File: src/rtl/maxpool_layer_pkg.sv
// Shared pooling/activation pipeline helpers: signed max and the
// elastic single-register output handshake.
package maxpool_layer_pkg;

  localparam int unsigned MaxWordW = 64;

  typedef logic signed [MaxWordW-1:0] wide_t;

  // Callers sign-extend their words to wide_t and truncate the result back.
  function automatic wide_t smax(input wide_t a, input wide_t b);
    return (a > b) ? a : b;
  endfunction

  // A stage may accept when its output register is empty or draining this cycle.
  function automatic logic elastic_ready(input logic valid_r, input logic ready_i);
    return ~valid_r | ready_i;
  endfunction

endpackage

File: src/rtl/maxpool_layer_pool_line_buffer.sv
// Half-width line buffer of per-channel partial maxima; registered write,
// combinational read. Not reset: every entry is written before it is read.
module pool_line_buffer #(
  parameter int unsigned Depth    = 79,
  parameter int unsigned Width    = 32,
  parameter int unsigned Channels = 1,
  localparam int unsigned IdxW    = (Depth > 1) ? $clog2(Depth) : 1
) (
  input  logic                                     clk_i,
  input  logic                                     we_i,
  input  logic        [IdxW-1:0]                   widx_i,
  input  logic signed [Channels-1:0][Width-1:0]    wdata_i,
  input  logic        [IdxW-1:0]                   ridx_i,
  output logic signed [Channels-1:0][Width-1:0]    rdata_o
);

  logic [Channels-1:0][Width-1:0] mem [Depth];

  always_ff @(posedge clk_i) begin
    if (we_i) begin
      mem[widx_i] <= wdata_i;
    end
  end

  assign rdata_o = mem[ridx_i];

endmodule

File: src/rtl/maxpool_layer.sv
// Streaming 2x2 stride-2 max-pool with optional ReLU clamp and an elastic
// single-register valid/ready output.
module maxpool_layer
  import maxpool_layer_pkg::*;
#(
  parameter int unsigned LineWidthPx = 158,
  parameter int unsigned LineCountPx = 118,
  parameter int unsigned Channels    = 1,
  parameter int unsigned Width       = 32,
  parameter bit          Relu        = 1'b1
) (
  input  logic                                  clk_i,
  input  logic                                  rst_i,
  input  logic                                  valid_i,
  output logic                                  ready_o,
  input  logic signed [Channels-1:0][Width-1:0] data_i,
  output logic                                  valid_o,
  input  logic                                  ready_i,
  output logic signed [Channels-1:0][Width-1:0] data_o
);

  localparam int unsigned HalfW = LineWidthPx / 2;
  localparam int unsigned XW    = (LineWidthPx > 1) ? $clog2(LineWidthPx) : 1;
  localparam int unsigned YW    = (LineCountPx > 1) ? $clog2(LineCountPx) : 1;
  localparam int unsigned IW    = (HalfW > 1) ? $clog2(HalfW) : 1;

  logic [XW-1:0] x_pos;
  logic [YW-1:0] y_pos;
  logic          in_fire;
  logic          produce;
  logic          lb_we;
  logic [IW-1:0] lb_idx;
  logic          valid_r;

  logic signed [Channels-1:0][Width-1:0] hmax_r;
  logic signed [Channels-1:0][Width-1:0] pair_max;
  logic signed [Channels-1:0][Width-1:0] lb_rdata;
  logic signed [Channels-1:0][Width-1:0] pooled;
  logic signed [Channels-1:0][Width-1:0] data_r;

  assign ready_o = elastic_ready(valid_r, ready_i);
  assign in_fire = valid_i & ready_o;
  assign produce = x_pos[0] & y_pos[0];
  assign lb_we   = in_fire & x_pos[0] & ~y_pos[0];
  assign lb_idx  = IW'(x_pos >> 1);
  assign valid_o = valid_r;
  assign data_o  = data_r;

  always_ff @(posedge clk_i or posedge rst_i) begin
    if (rst_i) begin
      x_pos <= '0;
      y_pos <= '0;
    end else if (in_fire) begin
      if (x_pos == XW'(LineWidthPx - 1)) begin
        x_pos <= '0;
        y_pos <= (y_pos == YW'(LineCountPx - 1)) ? '0 : y_pos + 1'b1;
      end else begin
        x_pos <= x_pos + 1'b1;
      end
    end
  end

  always_ff @(posedge clk_i or posedge rst_i) begin
    if (rst_i) begin
      hmax_r <= '0;
    end else if (in_fire && !x_pos[0]) begin
      hmax_r <= data_i;
    end
  end

  pool_line_buffer #(
    .Depth    (HalfW),
    .Width    (Width),
    .Channels (Channels)
  ) u_line_buf (
    .clk_i   (clk_i),
    .we_i    (lb_we),
    .widx_i  (lb_idx),
    .wdata_i (pair_max),
    .ridx_i  (lb_idx),
    .rdata_o (lb_rdata)
  );

  // pair_max feeds both the line-buffer write (even rows) and the final compare (odd rows).
  always_comb begin
    pair_max = '0;
    pooled   = '0;
    for (int unsigned c = 0; c < Channels; c++) begin
      pair_max[c] = Width'(smax(wide_t'($signed(hmax_r[c])), wide_t'($signed(data_i[c]))));
      pooled[c]   = Width'(smax(wide_t'($signed(lb_rdata[c])), wide_t'($signed(pair_max[c]))));
      if (Relu && pooled[c][Width-1]) begin
        pooled[c] = '0;
      end
    end
  end

  always_ff @(posedge clk_i or posedge rst_i) begin
    if (rst_i) begin
      valid_r <= 1'b0;
      data_r  <= '0;
    end else if (ready_o) begin
      valid_r <= in_fire & produce;
      data_r  <= pooled;
    end
  end

endmodule
File: config.mk
export PLATFORM = sky130hd
export DESIGN_NAME = maxpool_layer
export DESIGN_NICKNAME = d
export VERILOG_FILES = /design/src/rtl/maxpool_layer_pkg.sv /design/src/rtl/maxpool_layer_pool_line_buffer.sv /design/src/rtl/maxpool_layer.sv
export SDC_FILE = /design/constraint.sdc
export NUM_CORES = 2
export LEC_CHECK = 0
export CAP_MARGIN = 20
export CORE_MARGIN = 2
export CORE_UTILIZATION = 35
export CTS_CLUSTER_SIZE = 28
export DETAILED_ROUTE_END_ITERATION = 8
export MAX_ROUTING_LAYER = met4
export SETUP_SLACK_MARGIN = 0.05
export SYNTH_ARGS = -nofsm -noshare
export SYNTH_HDL_FRONTEND = slang
export SYNTH_SLANG_ARGS = --single-unit
File: constraint.sdc
create_clock -name clk_i -period 7.5 [get_ports clk_i]
set_input_delay 1.5 -clock clk_i [delete_from_list [all_inputs] [get_ports clk_i]]
set_output_delay 1.5 -clock clk_i [all_outputs]
set_load 0.02 [all_outputs]
==> impl_metrics.yaml <==
flow_run:
  drv_cap: 0
run_status:
  status: "complete, no violations"
critical_path:
  slowest_delay_ns: 0.93
  endpoint_kind: "register"
  reg2reg_slack_ns: 0.14
  required_ns: 8.29
  worstPathArrival_ns: 8.14
  cp-start-kind: "register"
  crit_buf_inv: 3
  path_cells: "buf_4, nand2b_2, buf_12, nor2_1, a21oi_1, o21ai_0, a31oi_1, a21oi_1, a22oi_1, ha_1, a21o_1, a21o_1, a21oi_1, o21ai_0, o21ai_0, nor2_1, a211oi_1, a2111oi_1, or2_1, buf_12, a221o_1"
  timing_worst_setup_path_type: "register to register"
  cpMaxStageDelayCell: "o21ai_0"
  cpLargestDelayFamily: "compound AO/OA/AOI/OAI gates"
  critPathMaxFanout: 29
yosys:
  yosysSeqAreaShare: 0.784
  yosysUniqueCellTypes: 93
  synth.net_count: 6002
  synth_area_sq_mm: 0.0994
  netlist.area_leader.share: 0.764
  yosys.area.top_type: "edfxtp_1"
  synth-main-ff-cell: "edfxtp_1"
  syn-instance-count: 5899
  syn_avg_cell_area_sq_um: 16.9
  synthArstFlopShare: 0.0303
  yosysWarnings: 0
  synth_edf_count: 2528
  synth-seq-cells: 2607
  ys_top_cells_by_area: "edfxtp_1, o22ai_1, dfrtp_1"
layout:
  layout_commonest_cell: "edfxtp_1"
  num-fill-cells: 24900
  final_cell_mix: "edfxtp_1, o22ai_1, buf_4"
  areaGrowthSynthToFinish_pct: 17.1
  nNetsFinal: 6390
  drive_gt1_frac: 0.179
clock_tree:
  clkSinkCount: 2607
  cts_buffer_depth: 4
  cts-hold-fix-buffers: 0
  cts_setup_buffers: 0
  ctsResizeCount: 0
  cts_tree: "yes"
  cts_buffers: 288
  cts-root-buf: "clkbuf_16"
  cts_max_level: 5
  insertion_delay_ns: 0.92
  clkTransAtPathRegs_ns: 0.06
floorplanning:
  die_area_sq_mm: 0.288
  fp-row-count: 195
  core_sq_mm: 0.282
  ioPinCount: 70
  start_util: 0.352
  dieWidth_um: 537
  chipHeight_um: 537
grt:
  grt-ovfl-total: 0
  antenna_found_initial: 19
  grt_use_total: 0.239
  grt_max_degree: 99
  grt_pass1_wl_mm: 472
  grt_pass1_vias: 59100
timing:
  min_period_ns: 7.36
  maxSlewViolCount: 0
  worst_pin_slew_ns: 1.23
  fmax_ghz: 0.136
  relSlewSlack: 0.178
  clock_skew_ns: 0.0577
  finalHoldViolations: 0
  rsz0062_at_grt: "no"
  setup_viol: 0
  finalCritPeriodShare: 0.981
  final.setup.tns_ns: 0
routing:
  routedWlPerCell_um: 33.4
  remaining_drc_errors: 0
  drt-initial-drc-count: 10400
  vias: 62300
  detail_route.first_pass.iterations: 7
  vias_per_cell: 6.09
  routed_wl_mm: 342
  ant_nets: 0
pwr:
  fin_total_pwr_mw: 48.7
  p_per_area_mw_per_mm2: 419
  peakVddDrop_mv: 0.448
  p_leak_nw: 37.1
placement:
  io_buffers: 68
  gp_congestion: 0.929
  hpwlAfterDp_mm: 200
hold_path:
  hp-class: "register to register"
## cell usage after synthesis, types with 42 or more instances
cell type  count
nor3_1        42
inv_1         78
mux2i_1      130
nor4_1        93
o221ai_1     105
ha_1          67
buf_2        108
buf_1         73
a22oi_1       47
o22ai_1      708
edfxtp_1    2528
nor2_1       310
dfrtp_1       79
mux2_2       172
mux4_2        42
o21ai_0      260
nand2_1      171
a21oi_1      168
clkbuf_1     173
## sequential cells by signal, indices dropped and copies added (netlist names)
register and flops:
hmax_r 32, y_pos 7, x_pos 8, valid_o 1, u_line_buf.mem 2528, data_o 31
## cell families after synthesis
group	after synthesis	synth area share
buffers and inverters	461	0.0201
flip-flops	2607	0.784
AO/OA/AOI/OAI	1631	0.108
adder cells (fa/ha/maj)	67	0.00843
AND/OR/NAND/NOR	781	0.0370
multiplexers	344	0.0421
other	1	0.0000377
XOR/XNOR	7	0.000617
## stage by stage
step	worst slack, ns	instance area, sq um	cells	hold slack, ns	utilization
6_report	0.141	116000	10200	0.487	0.412
3_3_place_gp	0.277	108000	9727	0.480	0.381
5_1_grt	0.0936	116000	10200	0.513	0.412
4_1_cts	0.445	116000	10200	0.481	0.412
2_1_floorplan	0.151	99400	5899	0.446	-
3_5_place_dp	0.274	108000	9731	0.470	0.381
## final timing paths
kind | start | endpoint | cells past startpoint
hold / removal | y_pos[5] | y_pos[5] | 1
setup / recovery | x_pos[3] | data_o[30] | 21
setup reg to reg | x_pos[3] | data_o[30] | 21
max in group asynchronous | rst_i | x_pos[2] | 3
hold reg to reg | y_pos[5] | y_pos[5] | 1
min in group asynchronous | rst_i | hmax_r[28] | 2
## power breakdown
group	leakage, nW	switching [mW]	internal (mW)
clock	4.19	5.61	7.58
combinational	9.06	12.4	5.17
sequential	23.8	0.338	17.6
## metal layers
| layer | up-vias | GRT usage | part of all wire | routed length (um) |
|---|---|---|---|---|
| met5 | - | - | 0 | 0 |
| met3 | 721 | 0.0520 | 0.12 | 41800 |
| met1 | 32200 | 0.317 | 0.38 | 131000 |
| met2 | 4477 | 0.354 | 0.45 | 153000 |
| li1 | 24900 | - | - | - |
| met4 | 0 | 0.101 | 0.048 | 16300 |
## area by class of cell
cell class	count	area, sq um	area share
clock buffers	361	7650	0.0657
inverters	82	313	0.00269
repair buffers	477	4590	0.0394
flip-flops and latches	2607	77900	0.669
well taps	3743	4680	0.0402
clock inverters	129	940	0.00807
multi-input cells	2831	20300	0.174
diodes	7	17.5	0.000151
Power figures use the tool's default switching activity.
